==> config.mk <==
export PLATFORM = sky130hd
export DESIGN_NAME = load_store_unit
export DESIGN_NICKNAME = d
export VERILOG_FILES = /design/src/rtl/load_store_unit.sv
export SDC_FILE = /design/constraint.sdc
export NUM_CORES = 1
export LEC_CHECK = 0
export BUFFER_PORTS_ARGS = -buffer_cell sky130_fd_sc_hd__buf_2
export CORE_AREA = 3 3 127 92
export CTS_CLUSTER_DIAMETER = 30
export DETAILED_ROUTE_END_ITERATION = 12
export DIE_AREA = 0 0 130 95
export PLACE_DENSITY = 0.84
export SETUP_SLACK_MARGIN = 0.5
export SYNTH_ARGS = -nofsm -noshare
export SYNTH_HDL_FRONTEND = slang
export SYNTH_SLANG_ARGS = --single-unit
==> constraint.sdc <==
create_clock -name clk_i -period 3 [get_ports clk_i]
set_clock_uncertainty 0.15 [all_clocks]
set_input_delay 0 -clock clk_i [delete_from_list [all_inputs] [get_ports clk_i]]
set_output_delay 0 -clock clk_i [all_outputs]
set_load 0.02 [all_outputs]
==> src/rtl/load_store_unit.sv <==
// Load/store unit: one data-bus transaction per core memory op, with store lane steering and load alignment/extension.
// Optional macro LSU_TIMEOUT_EN aborts a transaction after TIMEOUT_CYCLES cycles in REQ/WAIT.

package riscv_pkg;
  parameter int unsigned XLEN = 32;
endpackage

module load_store_unit
  import riscv_pkg::*;
#(
  parameter int unsigned TIMEOUT_CYCLES = 255
) (
  input  logic            clk_i,
  input  logic            rst_ni,
  input  logic            lsu_req_i,
  input  logic            lsu_we_i,
  input  logic [1:0]      lsu_size_i,
  input  logic            lsu_sign_ext_i,
  input  logic [XLEN-1:0] lsu_addr_i,
  input  logic [XLEN-1:0] lsu_wdata_i,
  output logic [XLEN-1:0] lsu_rdata_o,
  output logic            lsu_stall_o,
  output logic            lsu_done_o,
  output logic            lsu_misaligned_o,
  output logic            lsu_err_o,
  output logic            bus_req_o,
  input  logic            bus_gnt_i,
  output logic            bus_we_o,
  output logic [XLEN-1:0] bus_addr_o,
  output logic [3:0]      bus_be_o,
  output logic [XLEN-1:0] bus_wdata_o,
  input  logic            bus_rvalid_i,
  input  logic [XLEN-1:0] bus_rdata_i
);

  typedef enum logic [1:0] {
    S_IDLE = 2'b00,
    S_REQ  = 2'b01,
    S_WAIT = 2'b10,
    S_DONE = 2'b11
  } state_e;

  function automatic logic [3:0] lane_be(input logic [1:0] size, input logic [1:0] off);
    case (size)
      2'b00:   lane_be = 4'b0001 << off;
      2'b01:   lane_be = 4'b0011 << off;
      default: lane_be = 4'b1111;
    endcase
  endfunction

  function automatic logic [XLEN-1:0] lane_wdata(input logic [1:0] size, input logic [XLEN-1:0] wd);
    case (size)
      2'b00:   lane_wdata = {4{wd[7:0]}};
      2'b01:   lane_wdata = {2{wd[15:0]}};
      default: lane_wdata = wd;
    endcase
  endfunction

  function automatic logic [XLEN-1:0] load_extend(input logic [XLEN-1:0] rd, input logic [1:0] off,
                                                  input logic [1:0] size, input logic sign);
    logic [XLEN-1:0] sh;
    sh = rd >> {off, 3'b000};
    case (size)
      2'b00:   load_extend = {{24{sign & sh[7]}}, sh[7:0]};
      2'b01:   load_extend = {{16{sign & sh[15]}}, sh[15:0]};
      default: load_extend = sh;
    endcase
  endfunction

  state_e          state_q, state_d;
  logic [1:0]      off_q, off_d;
  logic [1:0]      size_q, size_d;
  logic            sign_q, sign_d;
  logic            we_q, we_d;
  logic [XLEN-1:0] addr_q, addr_d;
  logic [3:0]      be_q, be_d;
  logic [XLEN-1:0] wdata_q, wdata_d;
  logic [XLEN-1:0] rdata_q, rdata_d;
  logic            err_q, err_d;
  logic            stall_s;
  logic            misaligned_s;
  logic            bad_align_s;

`ifdef LSU_TIMEOUT_EN
  localparam int unsigned CNT_W = $clog2(TIMEOUT_CYCLES + 1);
  logic [CNT_W-1:0] cnt_q, cnt_d;
  logic             expire_s;
`endif

  // Illegal size or an address not aligned to the access size
  always_comb begin
    case (lsu_size_i)
      2'b00:   bad_align_s = 1'b0;
      2'b01:   bad_align_s = lsu_addr_i[0];
      2'b10:   bad_align_s = (lsu_addr_i[1:0] != 2'b00);
      default: bad_align_s = 1'b1;
    endcase
  end

  // Next-state, bus setup and response capture
  always_comb begin
    state_d      = state_q;
    off_d        = off_q;
    size_d       = size_q;
    sign_d       = sign_q;
    we_d         = we_q;
    addr_d       = addr_q;
    be_d         = be_q;
    wdata_d      = wdata_q;
    rdata_d      = rdata_q;
    err_d        = 1'b0;
    stall_s      = 1'b0;
    misaligned_s = 1'b0;
`ifdef LSU_TIMEOUT_EN
    cnt_d        = cnt_q + {{(CNT_W-1){1'b0}}, 1'b1};
    expire_s     = (cnt_q == CNT_W'(TIMEOUT_CYCLES - 1));
`endif
    case (state_q)
      S_IDLE: begin
        if (lsu_req_i && bad_align_s) begin
          misaligned_s = 1'b1;
        end else if (lsu_req_i) begin
          stall_s = 1'b1;
          addr_d  = {lsu_addr_i[XLEN-1:2], 2'b00};
          we_d    = lsu_we_i;
          be_d    = lane_be(lsu_size_i, lsu_addr_i[1:0]);
          wdata_d = lsu_we_i ? lane_wdata(lsu_size_i, lsu_wdata_i) : {XLEN{1'b0}};
          off_d   = lsu_addr_i[1:0];
          size_d  = lsu_size_i;
          sign_d  = lsu_sign_ext_i;
          state_d = S_REQ;
`ifdef LSU_TIMEOUT_EN
          cnt_d   = {CNT_W{1'b0}};
`endif
        end else begin
          state_d = S_IDLE;
        end
      end
      S_REQ, S_WAIT: begin
        stall_s = 1'b1;
        // Response counts only once the grant has been seen
        if ((state_q == S_WAIT || bus_gnt_i) && bus_rvalid_i) begin
          rdata_d = we_q ? {XLEN{1'b0}} : load_extend(bus_rdata_i, off_q, size_q, sign_q);
          state_d = S_DONE;
        end else if (state_q == S_REQ && bus_gnt_i) begin
          state_d = S_WAIT;
        end else begin
          state_d = state_q;
        end
`ifdef LSU_TIMEOUT_EN
        if (state_d != S_DONE && expire_s) begin
          rdata_d = {XLEN{1'b0}};
          err_d   = 1'b1;
          state_d = S_DONE;
        end else begin
          err_d   = 1'b0;
        end
`endif
      end
      S_DONE: begin
        state_d = S_IDLE;
      end
      default: begin
        state_d = S_IDLE;
      end
    endcase
  end

  // State and transaction registers
  always_ff @(posedge clk_i or negedge rst_ni) begin
    if (!rst_ni) begin
      state_q <= S_IDLE;
      off_q   <= 2'b00;
      size_q  <= 2'b00;
      sign_q  <= 1'b0;
      we_q    <= 1'b0;
      addr_q  <= {XLEN{1'b0}};
      be_q    <= 4'b0000;
      wdata_q <= {XLEN{1'b0}};
      rdata_q <= {XLEN{1'b0}};
      err_q   <= 1'b0;
    end else begin
      state_q <= state_d;
      off_q   <= off_d;
      size_q  <= size_d;
      sign_q  <= sign_d;
      we_q    <= we_d;
      addr_q  <= addr_d;
      be_q    <= be_d;
      wdata_q <= wdata_d;
      rdata_q <= rdata_d;
      err_q   <= err_d;
    end
  end

`ifdef LSU_TIMEOUT_EN
  // Cycles spent in REQ/WAIT for the current transaction
  always_ff @(posedge clk_i or negedge rst_ni) begin
    if (!rst_ni) begin
      cnt_q <= {CNT_W{1'b0}};
    end else begin
      cnt_q <= cnt_d;
    end
  end
  assign lsu_err_o = err_q;
`else
  assign lsu_err_o = 1'b0;
`endif

  assign lsu_rdata_o      = rdata_q;
  assign lsu_stall_o      = stall_s;
  assign lsu_done_o       = (state_q == S_DONE);
  assign lsu_misaligned_o = misaligned_s;
  assign bus_req_o        = (state_q == S_REQ);
  assign bus_we_o         = we_q;
  assign bus_addr_o       = addr_q;
  assign bus_be_o         = be_q;
  assign bus_wdata_o      = wdata_q;

endmodule
==> summary.md <==
The run finished with clean final reports. Setup repair after global routing left no endpoint under its margin. After clock tree synthesis, the clock-pin slew on the worst setup and hold paths is 70 ps. In this run the worst hold path is classified as in -> reg. CTS placed an instance of clkbuf_16 at the clock tree root. The tools report the number of instances in the synthesized netlist as 447. Die width: 130 microns. The share of cells above drive strength 1 was 0.3851; the die area was 12,350 sq um. During synthesis, Yosys emitted a total of 0 warnings. Derived from the worst setup path, the maximum achievable clock frequency is 405.4 MHz. IR analysis of the VDD net gives a maximum drop of 523.2 uV.

The number of routed nets with antenna violations was 0; the final critical-path share of the clock period was 0.8222. The met2 wire length was 8.073 mm. Wires add up to 16.69 mm. The run gives 3.808 nW as the leakage power figure.

The number of cells in the design after placement was 762. The power per standard cell area was 951.9 nW/um^2; the buffer and inverter count on the worst path was 3. The H-tree was split into 3 levels.

The I/O pin total is 211. Summed over all failing endpoints, the final setup total negative slack is 0 ps. The number of global-route vias before repair is 5,007. The mapped netlist covers 5062 sq um. After floorplanning, the core was divided into 31 placement rows.

Detailed routing inserted a total of 4,837 vias. For the total of endpoints with negative setup slack in the final report, the log shows 0. The proportion of register bits with asynchronous set or reset after synthesis came out at 1.000.

The worst setup path is of the reg -> reg kind. Detailed placement ended at an HPWL of 10.85 mm. The sequential-to-total area share from yosys stat was 0.5240. At the later pin of the worst-skew pair, clock insertion delay measures 340 ps.

For this run, the post-layout net count is 858. For this block, the initial DRC count from the detailed router was 336. In this run the tool buffered the top-level ports with 207 buffer cells. Broken down by cell family, the worst path's largest delay share belongs to compound AO/OA/AOI/OAI gates.

The max-slew violation count is 0, and the TritonCTS buffer count is 9. After synthesis, the mean cell area works out to 11.33 sq um. Internal power comes to 0.004301 W. The run gives 25.44 mm as the global-route wire length before repair. The routed metal-1 wire length is 6.691 mm, and the proportion of power drawn by combinational gates is 0.474. Signal routing reaches up to met4.

Data on the critical path arrives at its endpoint at 2590 ps. In this design, the stage delay of the slowest critical-path cell is 390 ps. The initial cell density of the core was 0.4852; the share of total power consumed by net switching was 0.4077. Across the run, the number of max-cap violations was 0. Number of standard cells in the layout, taps in and fillers out: 886. The number of synthesized flops with an enable pin is 0, and the core area is 10,430 sq um.

The commonest non-fill, non-tap cell in the layout was buf_2. In this run the worst path has a maximum fanout of 35. By instance count, the cell type seen most on the critical path is buf_6. The count of cell types in the netlist is 35. After synthesis the netlist holds a flip-flop and latch count of 106.

The worst setup path is launched from a flip-flop. Data on the critical path is required at its endpoint by 3120 ps. For this run, the detailed router's first-pass iteration total came to 5.

The worst setup path is captured at a flip-flop. Wire length per cell after detailed routing: 18.83 microns. The worst path in the final design needs a cycle of 2467 ps, including I/O delays and setup.

The library cells used most frequently in the layout, excluding fill and tap cells, are 206 x buf_2, 106 x dfrtp_1, 103 x dlygate4sd3_1. The critical-path cell with the highest stage delay is dfrtp_1. The total global-route track usage was 0.2662. The share of power burned in the clock network was 0.187; the slew of the pin with the lowest slew margin was 967.1 ps. The sum of met3 wire segment lengths after detailed routing is 1.288 mm, and the total number of clock tree sinks is 106. The sequential share of power was 0.340. The clock passes through at most 2 buffers. The number of antenna violations at the first check in global routing was 0.

Dividing the detail-routed via count by the number of cells gives 5.459. TritonCTS built the clock tree. The logs give 0.3536 for the headroom to the max-slew limit and 67 for the largest net degree at the start of global routing.

The die height was 95 microns. The total congestion overflow was 0. For this run, the leading register cell type out of synthesis is dfrtp_1.

The tools report the net load switching power as 0.002961 W. Walking the worst path, the cells encountered are inv_1, ha_2, o211ai_4, buf_6, or2_2, a2111oi_4, buf_6, a221o_1. Routability-driven placement finished with a final weighted congestion of 0.8779. In the routed design, unresolved DRC markers number 0. The area growth from synthesis to layout was 50.69%; the final hold violation count was 0.
final timing paths:
| check | slack [ps] | depth (start not counted) | end | start |
|---|---|---|---|---|
| max in group asynchronous | 1760 | 3 | bus_wdata_o[0] | rst_ni |
| min in group asynchronous | 130 | 2 | lsu_rdata_o[22] | rst_ni |
| min | 30 | 3 | lsu_rdata_o[7] | bus_rdata_i[7] |
| max | 530 | 8 | lsu_rdata_o[22] | state_q[1] |
| min reg2reg | 330 | 2 | bus_wdata_o[31] | bus_wdata_o[31] |
| max reg2reg | 530 | 8 | lsu_rdata_o[22] | state_q[1] |
cell usage after synthesis (2+ instances only):
library cell	count	area, sq um
a21oi_1	4	20.02
a221o_1	16	160.2
a22o_1	16	140.1
buf_1	2	7.510
buf_2	12	60.06
buf_4	3	22.52
buf_6	2	22.52
clkbuf_1	18	67.56
dfrtp_1	106	2653
ha_1	5	62.56
inv_1	4	15.01
mux2_2	43	484.2
mux2i_1	39	390.4
nand2_1	71	266.5
nand3b_1	9	67.56
nor2_1	9	33.78
nor2b_1	2	12.51
nor3_1	2	10.01
o21a_1	8	60.06
o21ai_0	46	230.2
o31ai_1	16	120.1
cell families (layout without fill, tap and decap cells):
logic type	count (synthesis)	after routing	share of synthesized area
AO/OA/AOI/OAI	112	112	0.1599
adder cells (fa/ha/maj)	5	5	0.01236
buffers and inverters	42	346	0.03930
flip-flops	106	106	0.5240
multiplexers	83	83	0.1772
other	1	4	0.0007408
AND/OR/NAND/NOR	98	98	0.08651
cell type report:
| class | count | area (sq um) |
|---|---|---|
| timing repair buffer | 325 | 2206 |
| clock buffer | 9 | 225.2 |
| inverter | 5 | 18.77 |
| fill | 711 | 2805 |
| antenna | 1 | 2.502 |
| tap | 132 | 165.2 |
| sequential | 106 | 2653 |
| multi-input combinational | 301 | 2235 |
| clock inverter | 7 | 123.9 |
metal layers:
| layer | vias up | GRT usage |
|---|---|---|
| met4 | 0 | 0.1142 |
| met1 | 2304 | 0.3297 |
| met5 | - | 0 |
| met3 | 53 | 0.05936 |
| li1 | 2203 | - |
| met2 | 277 | 0.4503 |
power by group through the flow:
stage,Combinational [W],Clock (W),Sequential [W]
after floorplan,0.00144,0,0.00312
after CTS,0.00335,0.00139,0.00245
after global placement,0.00312,0,0.00243
final,0.00344,0.00136,0.00247
after global routing,0.00370,0.00145,0.00253
after detailed placement,0.00322,0,0.00247
what timing repair did:
action / CTS / global route
gates resized for setup: 3 / 4
cloned: 0 / 1
endpoints found under the setup margin: 16 / 16
hold buffers: 103 / 0
hold endpoints to repair: 155 / 0
setup buffers: 0 / 3
sequential cells by signal, summed over array words and instances, names as in the netlist:
signal,cells
off_q,2
lsu_rdata_o,32
bus_be_o,4
state_q,2
bus_wdata_o,32
size_q,2
bus_we_o,1
bus_addr_o,30
sign_q,1
worst min-delay path, delay by kind of cell:
kind,cells,cell delay [ps]
buffers and inverters,1,80
multiplexers,1,270
AO/OA/AOI/OAI,1,130
per-stage QoR:
| step | utilization | total power [W] | hold slack [ps] | cell area [sq um] | worst slack, ps |
|---|---|---|---|---|---|
| 5_1_grt | 0.7309 | 0.007676 | 34.43 | 7626 | 490.6 |
| 3_5_place_dp | 0.5942 | 0.005690 | 0.7427 | 6200 | 464.7 |
| 2_1_floorplan | - | 0.004563 | -445.6 | 5070 | 840.1 |
| 3_3_place_gp | 0.5942 | 0.005548 | -27.54 | 6200 | 638.4 |
| 6_report | 0.7311 | 0.007262 | 26.39 | 7629 | 533.4 |
| 4_1_cts | 0.7273 | 0.007197 | 6.900 | 7589 | 517.9 |
No activity file was read; power rests on OpenSTA's default activity.
